===== src/rtl/mem_request_unit_pkg.sv =====
// Shared definitions for the memory request unit: bus widths, memoryModule
// command encodings, FSM state encodings and a small command helper.
package mem_request_unit_pkg;

    localparam int ADDR_W = 8;
    localparam int DATA_W = 8;

    // memoryModule cntrl encodings; 2'b11 is never driven.
    typedef enum logic [1:0] {
        CNTRL_NOP   = 2'b00,
        CNTRL_READ  = 2'b01,
        CNTRL_WRITE = 2'b10
    } cntrl_e;

    typedef enum logic [2:0] {
        ST_IDLE  = 3'd0,
        ST_REQ   = 3'd1,
        ST_RESP  = 3'd2,
        ST_DRAIN = 3'd3,
        ST_CLEAR = 3'd4
    } state_e;

    function automatic cntrl_e access_cntrl(input logic is_write);
        return is_write ? CNTRL_WRITE : CNTRL_READ;
    endfunction

endpackage


===== src/rtl/mem_request_unit_if.sv =====
// CPU-side request/response channel of the memory request unit.
//   master: the CPU datapath (drives requests, accepts responses)
//   slave : mem_request_unit (accepts requests, returns responses)
// Request:  reqValid/reqReady handshake carrying reqWrite, reqIndirect,
//           reqAddr, reqWdata.
// Response: respValid/respReady handshake carrying respRdata, respErr.
interface mem_request_unit_if;
    import mem_request_unit_pkg::*;

    logic              reqValid;
    logic              reqReady;
    logic              reqWrite;
    logic              reqIndirect;
    logic [ADDR_W-1:0] reqAddr;
    logic [DATA_W-1:0] reqWdata;
    logic              respValid;
    logic              respReady;
    logic [DATA_W-1:0] respRdata;
    logic              respErr;

    modport master (
        output reqValid, reqWrite, reqIndirect, reqAddr, reqWdata, respReady,
        input  reqReady, respValid, respRdata, respErr
    );

    modport slave (
        input  reqValid, reqWrite, reqIndirect, reqAddr, reqWdata, respReady,
        output reqReady, respValid, respRdata, respErr
    );

endinterface


===== src/rtl/mem_timeout_ctr.sv =====
// Saturating cycle counter that flags when an access phase has lasted
// TIMEOUT cycles. Shared by the REQ and DRAIN phases.
// Ports:
//   clk, rst : clock, asynchronous active-high reset
//   clr      : force count to zero (wins over en)
//   en       : count one cycle
//   hit      : count equals TIMEOUT-1 (this is the last allowed cycle)
module mem_timeout_ctr #(
    parameter int TIMEOUT = 64
) (
    input  logic clk,
    input  logic rst,
    input  logic clr,
    input  logic en,
    output logic hit
);
    localparam int W = $clog2(TIMEOUT);
    localparam logic [W-1:0] HIT_VAL = W'(TIMEOUT - 1);

    logic [W-1:0] cnt_q;
    logic [W-1:0] cnt_d;

    // Saturate at all-ones so a stalled enable can never wrap back to zero.
    always_comb begin
        cnt_d = cnt_q;
        if (clr) begin
            cnt_d = '0;
        end else if (en && (cnt_q != '1)) begin
            cnt_d = cnt_q + 1'b1;
        end
    end

    always_ff @(posedge clk or posedge rst) begin
        if (rst) begin
            cnt_q <= '0;
        end else begin
            cnt_q <= cnt_d;
        end
    end

    assign hit = (cnt_q == HIT_VAL);

endmodule


===== src/rtl/mem_request_unit.sv =====
// Upstream sequencer for memoryModule. Accepts one CPU load/store at a time,
// holds start/cntrl/isIndirect/addr/dataIn steady until dataReady (or a
// timeout), returns the result on the response channel, then waits for
// dataReady to fall before accepting the next request. RAM clears are
// sequenced as a fixed-length clrRAM pulse, deferred until the unit is idle.
// Ports:
//   clk, rst      : clock, asynchronous active-high reset
//   cpu           : CPU request/response channel (slave side)
//   clrReq        : one-cycle RAM clear request
//   busy          : unit is not idle
//   start, cntrl, isIndirect, addr, dataIn, clrRAM : to memoryModule
//   dataOut, dataReady                             : from memoryModule
module mem_request_unit
    import mem_request_unit_pkg::*;
#(
    parameter int TIMEOUT    = 64,
    parameter int CLR_CYCLES = 4
) (
    input  logic              clk,
    input  logic              rst,
    mem_request_unit_if.slave cpu,
    input  logic              clrReq,
    output logic              busy,
    output logic              start,
    output logic [1:0]        cntrl,
    output logic              isIndirect,
    output logic [ADDR_W-1:0] addr,
    output logic [DATA_W-1:0] dataIn,
    output logic              clrRAM,
    input  logic [DATA_W-1:0] dataOut,
    input  logic              dataReady
);
    localparam int CLR_W = $clog2(CLR_CYCLES + 1);
    localparam logic [CLR_W-1:0] CLR_LAST = CLR_W'(CLR_CYCLES - 1);

    state_e            state_q, state_d;
    logic              clr_pend_q, clr_pend_d;
    logic              write_q, write_d;
    logic              ind_q, ind_d;
    logic [ADDR_W-1:0] addr_q, addr_d;
    logic [DATA_W-1:0] wdata_q, wdata_d;
    logic [DATA_W-1:0] rdata_q, rdata_d;
    logic              err_q, err_d;
    logic [CLR_W-1:0]  clr_cnt_q, clr_cnt_d;

    logic req_ready;
    logic resp_valid;
    logic tmo_clr;
    logic tmo_en;
    logic tmo_hit;

    mem_timeout_ctr #(.TIMEOUT(TIMEOUT)) u_timeout (
        .clk (clk),
        .rst (rst),
        .clr (tmo_clr),
        .en  (tmo_en),
        .hit (tmo_hit)
    );

    always_comb begin
        state_d    = state_q;
        clr_pend_d = clr_pend_q;
        write_d    = write_q;
        ind_d      = ind_q;
        addr_d     = addr_q;
        wdata_d    = wdata_q;
        rdata_d    = rdata_q;
        err_d      = err_q;
        clr_cnt_d  = clr_cnt_q;

        req_ready  = 1'b0;
        resp_valid = 1'b0;
        start      = 1'b0;
        cntrl      = CNTRL_NOP;
        isIndirect = 1'b0;
        addr       = '0;
        dataIn     = '0;
        clrRAM     = 1'b0;
        // The timeout counter only runs in REQ and DRAIN; it sits at zero
        // everywhere else, so each of those phases starts from a fresh count.
        tmo_clr    = 1'b1;
        tmo_en     = 1'b0;

        // Clears requested while busy are remembered; repeats merge into one.
        if (clrReq && (state_q != ST_IDLE)) begin
            clr_pend_d = 1'b1;
        end

        case (state_q)
            ST_IDLE: begin
                // A clear in the same cycle wins, so the CPU must not see a
                // completed handshake for a request that is not captured.
                req_ready = !clr_pend_q && !clrReq;
                if (clrReq || clr_pend_q) begin
                    clr_pend_d = 1'b0;
                    clr_cnt_d  = '0;
                    state_d    = ST_CLEAR;
                end else if (cpu.reqValid) begin
                    write_d = cpu.reqWrite;
                    ind_d   = cpu.reqIndirect;
                    addr_d  = cpu.reqAddr;
                    wdata_d = cpu.reqWdata;
                    state_d = ST_REQ;
                end
            end
            ST_REQ: begin
                start      = 1'b1;
                cntrl      = access_cntrl(write_q);
                isIndirect = ind_q;
                addr       = addr_q;
                dataIn     = wdata_q;
                tmo_clr    = 1'b0;
                tmo_en     = 1'b1;
                if (dataReady) begin
                    rdata_d = write_q ? '0 : dataOut;
                    err_d   = 1'b0;
                    state_d = ST_RESP;
                end else if (tmo_hit) begin
                    rdata_d = '0;
                    err_d   = 1'b1;
                    state_d = ST_RESP;
                end
            end
            ST_RESP: begin
                resp_valid = 1'b1;
                if (cpu.respReady) begin
                    rdata_d = '0;
                    err_d   = 1'b0;
                    state_d = ST_DRAIN;
                end
            end
            ST_DRAIN: begin
                // Keep start low until memoryModule drops dataReady, otherwise
                // the next access could see a stale ready on its first cycle.
                tmo_clr = 1'b0;
                tmo_en  = 1'b1;
                if (!dataReady || tmo_hit) begin
                    state_d = ST_IDLE;
                end
            end
            ST_CLEAR: begin
                clrRAM = 1'b1;
                if (clr_cnt_q == CLR_LAST) begin
                    state_d = ST_IDLE;
                end else begin
                    clr_cnt_d = clr_cnt_q + 1'b1;
                end
            end
            default: begin
                state_d = ST_IDLE;
            end
        endcase
    end

    always_ff @(posedge clk or posedge rst) begin
        if (rst) begin
            state_q    <= ST_IDLE;
            clr_pend_q <= 1'b0;
            write_q    <= 1'b0;
            ind_q      <= 1'b0;
            addr_q     <= '0;
            wdata_q    <= '0;
            rdata_q    <= '0;
            err_q      <= 1'b0;
            clr_cnt_q  <= '0;
        end else begin
            state_q    <= state_d;
            clr_pend_q <= clr_pend_d;
            write_q    <= write_d;
            ind_q      <= ind_d;
            addr_q     <= addr_d;
            wdata_q    <= wdata_d;
            rdata_q    <= rdata_d;
            err_q      <= err_d;
            clr_cnt_q  <= clr_cnt_d;
        end
    end

    assign busy          = (state_q != ST_IDLE);
    assign cpu.reqReady  = req_ready;
    assign cpu.respValid = resp_valid;
    assign cpu.respRdata = rdata_q;
    assign cpu.respErr   = err_q;

endmodule


===== src/flat_wrapper.sv =====
// flat-port wrapper written by rule: the top's interface ports become plain ports
module mem_request_unit_flat import mem_request_unit_pkg::*;
#(
    parameter int TIMEOUT    = 64,
    parameter int CLR_CYCLES = 4
)
  (clk, rst, clrReq, busy, start, cntrl, isIndirect, addr, dataIn, clrRAM, dataOut, dataReady, cpu_reqValid, cpu_reqWrite, cpu_reqIndirect, cpu_reqAddr, cpu_reqWdata, cpu_respReady, cpu_reqReady, cpu_respValid, cpu_respRdata, cpu_respErr);
  mem_request_unit_if cpu_i ();
  input  logic clk;
  input  logic rst;
  input  logic clrReq;
  output logic busy;
  output logic start;
  output logic [1:0] cntrl;
  output logic isIndirect;
  output logic [ADDR_W-1:0] addr;
  output logic [DATA_W-1:0] dataIn;
  output logic clrRAM;
  input  logic [DATA_W-1:0] dataOut;
  input  logic dataReady;
  input wire logic [$bits(cpu_i.reqValid)-1:0] cpu_reqValid;
  input wire logic [$bits(cpu_i.reqWrite)-1:0] cpu_reqWrite;
  input wire logic [$bits(cpu_i.reqIndirect)-1:0] cpu_reqIndirect;
  input wire logic [$bits(cpu_i.reqAddr)-1:0] cpu_reqAddr;
  input wire logic [$bits(cpu_i.reqWdata)-1:0] cpu_reqWdata;
  input wire logic [$bits(cpu_i.respReady)-1:0] cpu_respReady;
  output wire logic [$bits(cpu_i.reqReady)-1:0] cpu_reqReady;
  output wire logic [$bits(cpu_i.respValid)-1:0] cpu_respValid;
  output wire logic [$bits(cpu_i.respRdata)-1:0] cpu_respRdata;
  output wire logic [$bits(cpu_i.respErr)-1:0] cpu_respErr;
  assign cpu_i.reqValid = cpu_reqValid;
  assign cpu_i.reqWrite = cpu_reqWrite;
  assign cpu_i.reqIndirect = cpu_reqIndirect;
  assign cpu_i.reqAddr = cpu_reqAddr;
  assign cpu_i.reqWdata = cpu_reqWdata;
  assign cpu_i.respReady = cpu_respReady;
  assign cpu_reqReady = cpu_i.reqReady;
  assign cpu_respValid = cpu_i.respValid;
  assign cpu_respRdata = cpu_i.respRdata;
  assign cpu_respErr = cpu_i.respErr;
  mem_request_unit #(.TIMEOUT(TIMEOUT), .CLR_CYCLES(CLR_CYCLES)) u_core (.clk(clk), .rst(rst), .cpu(cpu_i), .clrReq(clrReq), .busy(busy), .start(start), .cntrl(cntrl), .isIndirect(isIndirect), .addr(addr), .dataIn(dataIn), .clrRAM(clrRAM), .dataOut(dataOut), .dataReady(dataReady));
endmodule

===== config.mk =====
export PLATFORM = sky130hd
export DESIGN_NAME = mem_request_unit_flat
export DESIGN_NICKNAME = d
export VERILOG_FILES = /design/src/rtl/mem_request_unit_pkg.sv /design/src/rtl/mem_request_unit_if.sv /design/src/rtl/mem_timeout_ctr.sv /design/src/rtl/mem_request_unit.sv /design/src/flat_wrapper.sv
export SDC_FILE = /design/constraint.sdc
export NUM_CORES = 1
export LEC_CHECK = 0
export CORE_MARGIN = 2
export CORE_UTILIZATION = 25
export CTS_CLUSTER_SIZE = 12
export DETAILED_ROUTE_END_ITERATION = 8
export PLACE_DENSITY_LB_ADDON = 0.1
export SKIP_CTS_REPAIR_TIMING = 1
export SLEW_MARGIN = 20
export SYNTH_ARGS = -nofsm -noshare
export SYNTH_HDL_FRONTEND = slang
export SYNTH_SLANG_ARGS = --single-unit

===== constraint.sdc =====
create_clock -name clk -period 2.1 [get_ports clk]
set_input_delay 0.21 -clock clk [delete_from_list [all_inputs] [get_ports clk]]
set_output_delay 0.21 -clock clk [all_outputs]
set_load 0.1 [all_outputs]

==> Word level (Yosys, flattened, before mapping) <==
Index checks and enable logic that the tools add are counted.
{ "word_totals": {"ff_bits": 40, "in_bits": 32, "out_inout_bits": 33} }
{ "classes": {"addsub": 2, "n_eq_ne": 15, "muxes": 35, "n_bitwise": 1, "reduce_logical": 17} }
{ "op_table": {"columns": ["op", "count"], "rows": [
  ["8-bit two-way mux", 6],
  ["3-bit two-way mux", 9],
  ["8-bit one-hot mux with 2 select lines", 1],
  ["3-bit one-hot mux with 5 select lines", 1],
  ["1-bit two-way mux", 12],
  ["6-bit two-way mux", 2],
  ["3-bit by 2-bit == test with 1-bit output, second input constant", 3],
  ["3-bit AND reduction", 3],
  ["2-bit by 1-bit inequality test with 1-bit output, second input constant", 4],
  ["6-bit by 1-bit adder with 6-bit output, second input constant", 1],
  ["6-bit == test, second input constant", 1],
  ["3-bit by 2-bit inequality test with 1-bit output, second input constant", 2],
  ["6-bit inequality test, second input constant", 1],
  ["3-bit one-hot mux with 2 select lines", 1],
  ["5-bit AND reduction", 1],
  ["2-bit two-way mux", 2],
  ["2-bit inequality test, second input constant", 2],
  ["2-bit nonzero test", 2],
  ["3-bit by 1-bit adder with 3-bit output, second input constant", 1],
  ["3-bit by 1-bit == test with 1-bit output, second input constant", 1],
  ["3-bit == test, second input constant", 1],
  ["1-bit logical AND", 3],
  ["1-bit zero test", 3],
  ["3-bit zero test", 1],
  ["other kinds (5)", 6]
]} }

==> Depth between registers and ports, before layout <==
Gate-level depths: netlist of run 1.
{ "depth": {"depth_word": 6, "depth_mapped": 7} }

==> By module <==
A second synthesis of run 1 with hierarchy kept.
{ "hier_totals": {"hier_cells": 164, "area_unflattened_um2": 1995.7} }
{ "modules_own_cells": {"columns": ["mod", "instances", "cells_per_inst", "area_per_inst_um2"], "rows": [
  ["mem_request_unit", 1, 127, 1626.6],
  ["mem_timeout_ctr", 1, 37, 369.1]
]} }

==> Worst setup path before layout of run 1 <==
No wires, ideal clock.
{ "synth_timing": {"kind": "reg2reg", "startpoint": "reg u_core.state_q[1]", "endpoint": "reg u_core.clr_cnt_q[1]", "t_arrival_ns": 3.646, "t_required_ns": 2.014, "setup_slack_ns": -1.631, "path_stages_with_launch": 6, "n_path_buf": 1, "path_cell_list": "dfrtp_1 buf_4 nor3b_1 nand2b_1 o21ai_2 mux2i_1"} }
{ "synth_between": {"elab_chain_len": 3} }
{ "synth_rtl": {"columns": ["element", "line_no", "source"], "rows": [
  ["from (decl)", "mem_request_unit.sv:36", "state_e state_q, state_d;"],
  ["from (signal assigned)", "mem_request_unit.sv:167", "state_q <= state_d;"],
  ["3-bit == test or 3-bit zero test (tied branches)", "mem_request_unit.sv:89", "case (state_q)"],
  ["2-bit inequality test (no source line), or another cell as far along", null, null],
  ["3-bit AND reduction (no source line)", null, null],
  ["to (signal assigned)", "mem_request_unit.sv:175", "clr_cnt_q <= clr_cnt_d;"],
  ["to (decl)", "mem_request_unit.sv:44", "logic [CLR_W-1:0] clr_cnt_q, clr_cnt_d;"]
]} }
Parallel ways exist; a longest one is shown, timed or not.
A chain may end at the register's enable or synchronous reset.

==> Worst setup path after layout of run 1 <==
{ "layout_timing": {"startpoint": "reg u_core.state_q[2]", "endpoint": "out cntrl[1]"} }
{ "layout_between": {"elab_chain_len": 2} }
{ "layout_rtl": {"columns": ["element", "line_no", "source"], "rows": [
  ["3-bit by 1-bit == test with 1-bit output", "mem_request_unit.sv:89", null],
  ["2-bit two-way mux", "mem_request_unit.sv:89", null],
  ["to (decl)", "flat_wrapper.sv:14", "output logic [1:0] cntrl;"]
]} }
No other way between the ends.

==> results of run 1 <==
[power breakdown]
group / total [mW] / internal, mW / switching [mW]
Clock: 0.681 / 0.419 / 0.262
Combinational: 2.05 / 0.721 / 1.33
Sequential: 1.26 / 1.07 / 0.186
Total: 4.00 / 2.21 / 1.78
[layout make-up]
| class | instances | area share [%] |
|---|---|---|
| clock buffers | 7 | 3.124 |
| clock inverters | 1 | 0.9736 |
| inverters | 14 | 1.866 |
| multi-input cells | 105 | 28.32 |
| flip-flops and latches | 40 | 32.45 |
| well taps | 102 | 4.138 |
| repair buffers | 71 | 29.13 |
[state kept, by name, indices dropped and copies added (netlist names)]
| signal | cells |
|---|---|
| u_core.clr_cnt_q | 3 |
| u_core.state_q | 3 |
| u_core.u_timeout.cnt_q | 6 |
| u_core.cpu.respRdata | 8 |
| u_core.wdata_q | 8 |
| u_core.write_q | 1 |
| u_core.ind_q | 1 |
| u_core.cpu.respErr | 1 |
| u_core.clr_pend_q | 1 |
| u_core.addr_q | 8 |
[path summary, 6_finish.rpt]
| check | start | end | slack (ns) |
|---|---|---|---|
| max in group asynchronous | rst | u_core.clr_cnt_q[1] | 1.39 |
| worst min register to register | u_core.clr_cnt_q[0] | u_core.clr_cnt_q[0] | 0.49 |
| worst max-delay path | u_core.state_q[2] | cntrl[1] | 0.20 |
| min in group clk | dataOut[6] | u_core.cpu.respRdata[6] | 0.46 |
| worst max register to register | u_core.state_q[0] | u_core.wdata_q[6] | 0.29 |
| worst min-delay path | rst | u_core.wdata_q[6] | 0.34 |
[kinds of logic (layout without fill, tap and decap cells)]
kind of cell / Yosys count / in the layout
AND/OR/NAND/NOR: 54 / 54
AO/OA/AOI/OAI: 16 / 16
adder cells (fa/ha/maj): 3 / 3
XOR/XNOR: 4 / 4
multiplexers: 28 / 28
flip-flops: 40 / 40
buffers and inverters: 19 / 93
[synthesized netlist by cell type, types with 2 or more instances]
| library cell | instances | area (um^2) |
|---|---|---|
| nor2_1 | 7 | 26.28 |
| nor3_1 | 2 | 10.01 |
| ha_1 | 3 | 37.54 |
| nand2_1 | 13 | 48.80 |
| o21ai_0 | 2 | 10.01 |
| mux2i_1 | 10 | 100.1 |
| nand2b_1 | 2 | 12.51 |
| mux2_4 | 10 | 150.1 |
| a32o_1 | 2 | 20.02 |
| nor2b_1 | 2 | 12.51 |
| inv_1 | 13 | 48.80 |
| nand3_1 | 2 | 10.01 |
| dfrtp_1 | 40 | 1001 |
| clkbuf_1 | 2 | 7.510 |
| and2_1 | 18 | 112.6 |
| and3_1 | 2 | 12.51 |
| a21oi_1 | 4 | 20.02 |
| xor2_1 | 2 | 17.52 |
| nand3b_1 | 2 | 15.01 |
| mux2_2 | 8 | 90.09 |
| xnor2_1 | 2 | 17.52 |
| nor3_4 | 2 | 32.53 |
[per-stage QoR]
| stage | TNS, ns | hold WS [ns] | instance area (um^2) |
|---|---|---|---|
| finish | 0 | 0.3446 | 3084 |
| CTS | 0 | 0.3606 | 3084 |
| detailed placement | 0 | 0.4838 | 2958 |
| floorplan | -8.074 | 0.3438 | 1967 |
| global route | 0 | 0.3962 | 3084 |
| global placement | 0 | 0.4804 | 2958 |
[per-layer routing]
layer,part of all wire [%],vias up
li1,-,696
met1,45,659
met2,48,30
met3,5.8,5
met4,1.1,0
met5,0,-
[tightest hold or removal path: cells and delay by family]
kind / cells / cell delay (ns)
buffers and inverters: 3 / 0.88
==> flow_summary_export.csv, run 1 <==
group,metric,value,unit
outcome,outcome,"finished, final reports clean",
layout,final_common_cell,"dfrtp_1",
power,p_leak,1.478,nW
routing,wirelength,4.474,mm
yosys,synthArstFlopShare,100.0,%
yosys,syn_nets,199,
layout,final-seq-area,0.001001,mm^2
place,pre_cts_ws,0.2890,ns
routing,dr_total_vias,1390,
layout,diodes,0,
grt,grt_pass1_vias,1526,
yosys,synth_xor_area_share,1.818,%
setup_path,cp.required,1.89,ns
yosys,netlist_area,0.001927,mm^2
yosys,synth.avg_cell_area,11.75,um^2
place,place.gp.congestion,0.6766,
cts,clk_latency,0.29,ns
yosys,synthSimpleGateAreaFrac,16.17,%
timing,setup_ws,0.1988,ns
floorplanning,rows,32,
grt,antenna_found_initial,0,
floorplanning,core_area,0.007607,mm^2
floorplanning,ios,65,
layout,drive_gt1_share,34.87,%
cts,clockRootBuffer,"clkbuf_8",
setup_path,cp_num_cells,5,
routing,drc,0,
floorplanning,dieHeight,91.79,um
layout,fillers,768,
setup_path,worstSetupPathType,"flip-flop to output pin",
routing,ant_nets,0,
grt,grt_start_max_net_pins,41,
timing,min_period,1.901,ns
setup_path,cp_top_family,"simple AND/OR/NAND/NOR gates",
yosys,synth-seq-cells,40,
yosys,synth_edf_count,0,
layout,instances_no_fill,340,
timing,max_clock_freq,526.0,MHz
power,totalPowerFinal,3.996,mW
power,powerDensity,1296,mW/mm^2
timing,setup_viol,0,
yosys,syn_inst,164,
yosys,synth_cell_type_count,36,
grt,gr-max-usage-layer,"met2",
timing,rsz0062_at_grt,"false",
grt,grt-ovfl-total,0,
timing,max_slew_margin,64.70,%
floorplanning,die_w,91.79,um
cts,cts_sinks,40,
yosys,ys_warn_count,0,
hold_path,hold_class,"input port to async pin",
place,placedCellCount,332,
cts,cts_inserted_buffers,5,
timing,drv_slew,0,
setup_path,slowest_stage,"dfrtp_1",
cts,cts_tree,"built",
setup_path,reg2regPathDepth,5,
setup_path,cp_slowest_stage_delay,0.44,ns
cts,ctsHtreeMaxLevel,2,
place,io_buffers,64,
floorplanning,dieArea,0.008425,mm^2
routing,routedWlPerCell,13.16,um
grt,use_met2,18.26,%
routing,dr.pass1.iters,3,
grt,gr-usage-met1,14.54,%
place,dpl.hpwl,3.229,mm
yosys,synth-seq-area-share,51.95,%
yosys,synth_ff_type,"dfrtp_1",
timing,skew,0.007980,ns
setup_path,cp_cell_sequence,"nand2b_1 -> nor2_1 -> buf_4 -> and2_1 -> buf_12",
flow_run,maxCapViolations,0,
routing,drtIter0Drc,41,
layout,utilization,40.54,%
power,ir_drop,0.6120,mV
yosys,synth_compound_area_share,6.104,%
yosys,synth_top_family_by_area,"multiplexers",
timing,worst_pin_slew,0.5296,ns
routing,viasPerCell,4.088,
setup_path,worstSetupEndpointType,"output pin",
yosys,synth_mux_area_share,17.66,%
floorplanning,initial_core_util,25.33,%
grt,use_met3,4.355,%
grt,grt_pass1_wl,7.590,mm
setup_path,start_kind,"flip-flop",
layout,layout_common_cells,"40 x dfrtp_1, 31 x clkdlybuf4s50_1, 23 x buf_12, 17 x buf_4",
setup_path,cp_data_arrival_time,1.69,ns
layout,area_growth,60.07,%
layout,fin_nets,272,
setup_path,critPathBufInv,2,
cts,path_clk_slew,0.08,ns
yosys,yosys.area_share.adder,1.948,%
layout,multi_input_area,873.3,um^2
grt,grtUsageTotal,11.47,%
timing,hold_violations,0,
cts,cts_buffer_depth,2,
timing,fin_crit_sh,90.54,%
setup_path,cp_max_fo,16,
Note: power is estimated with default switching activity, not from simulation.
==> inputs of run 2 (changes only) <==
- CTS_CLUSTER_SIZE: 12 -> 14
==> results of run 2 <==
Final layout, timing and power as in run 1 (identical DEF).
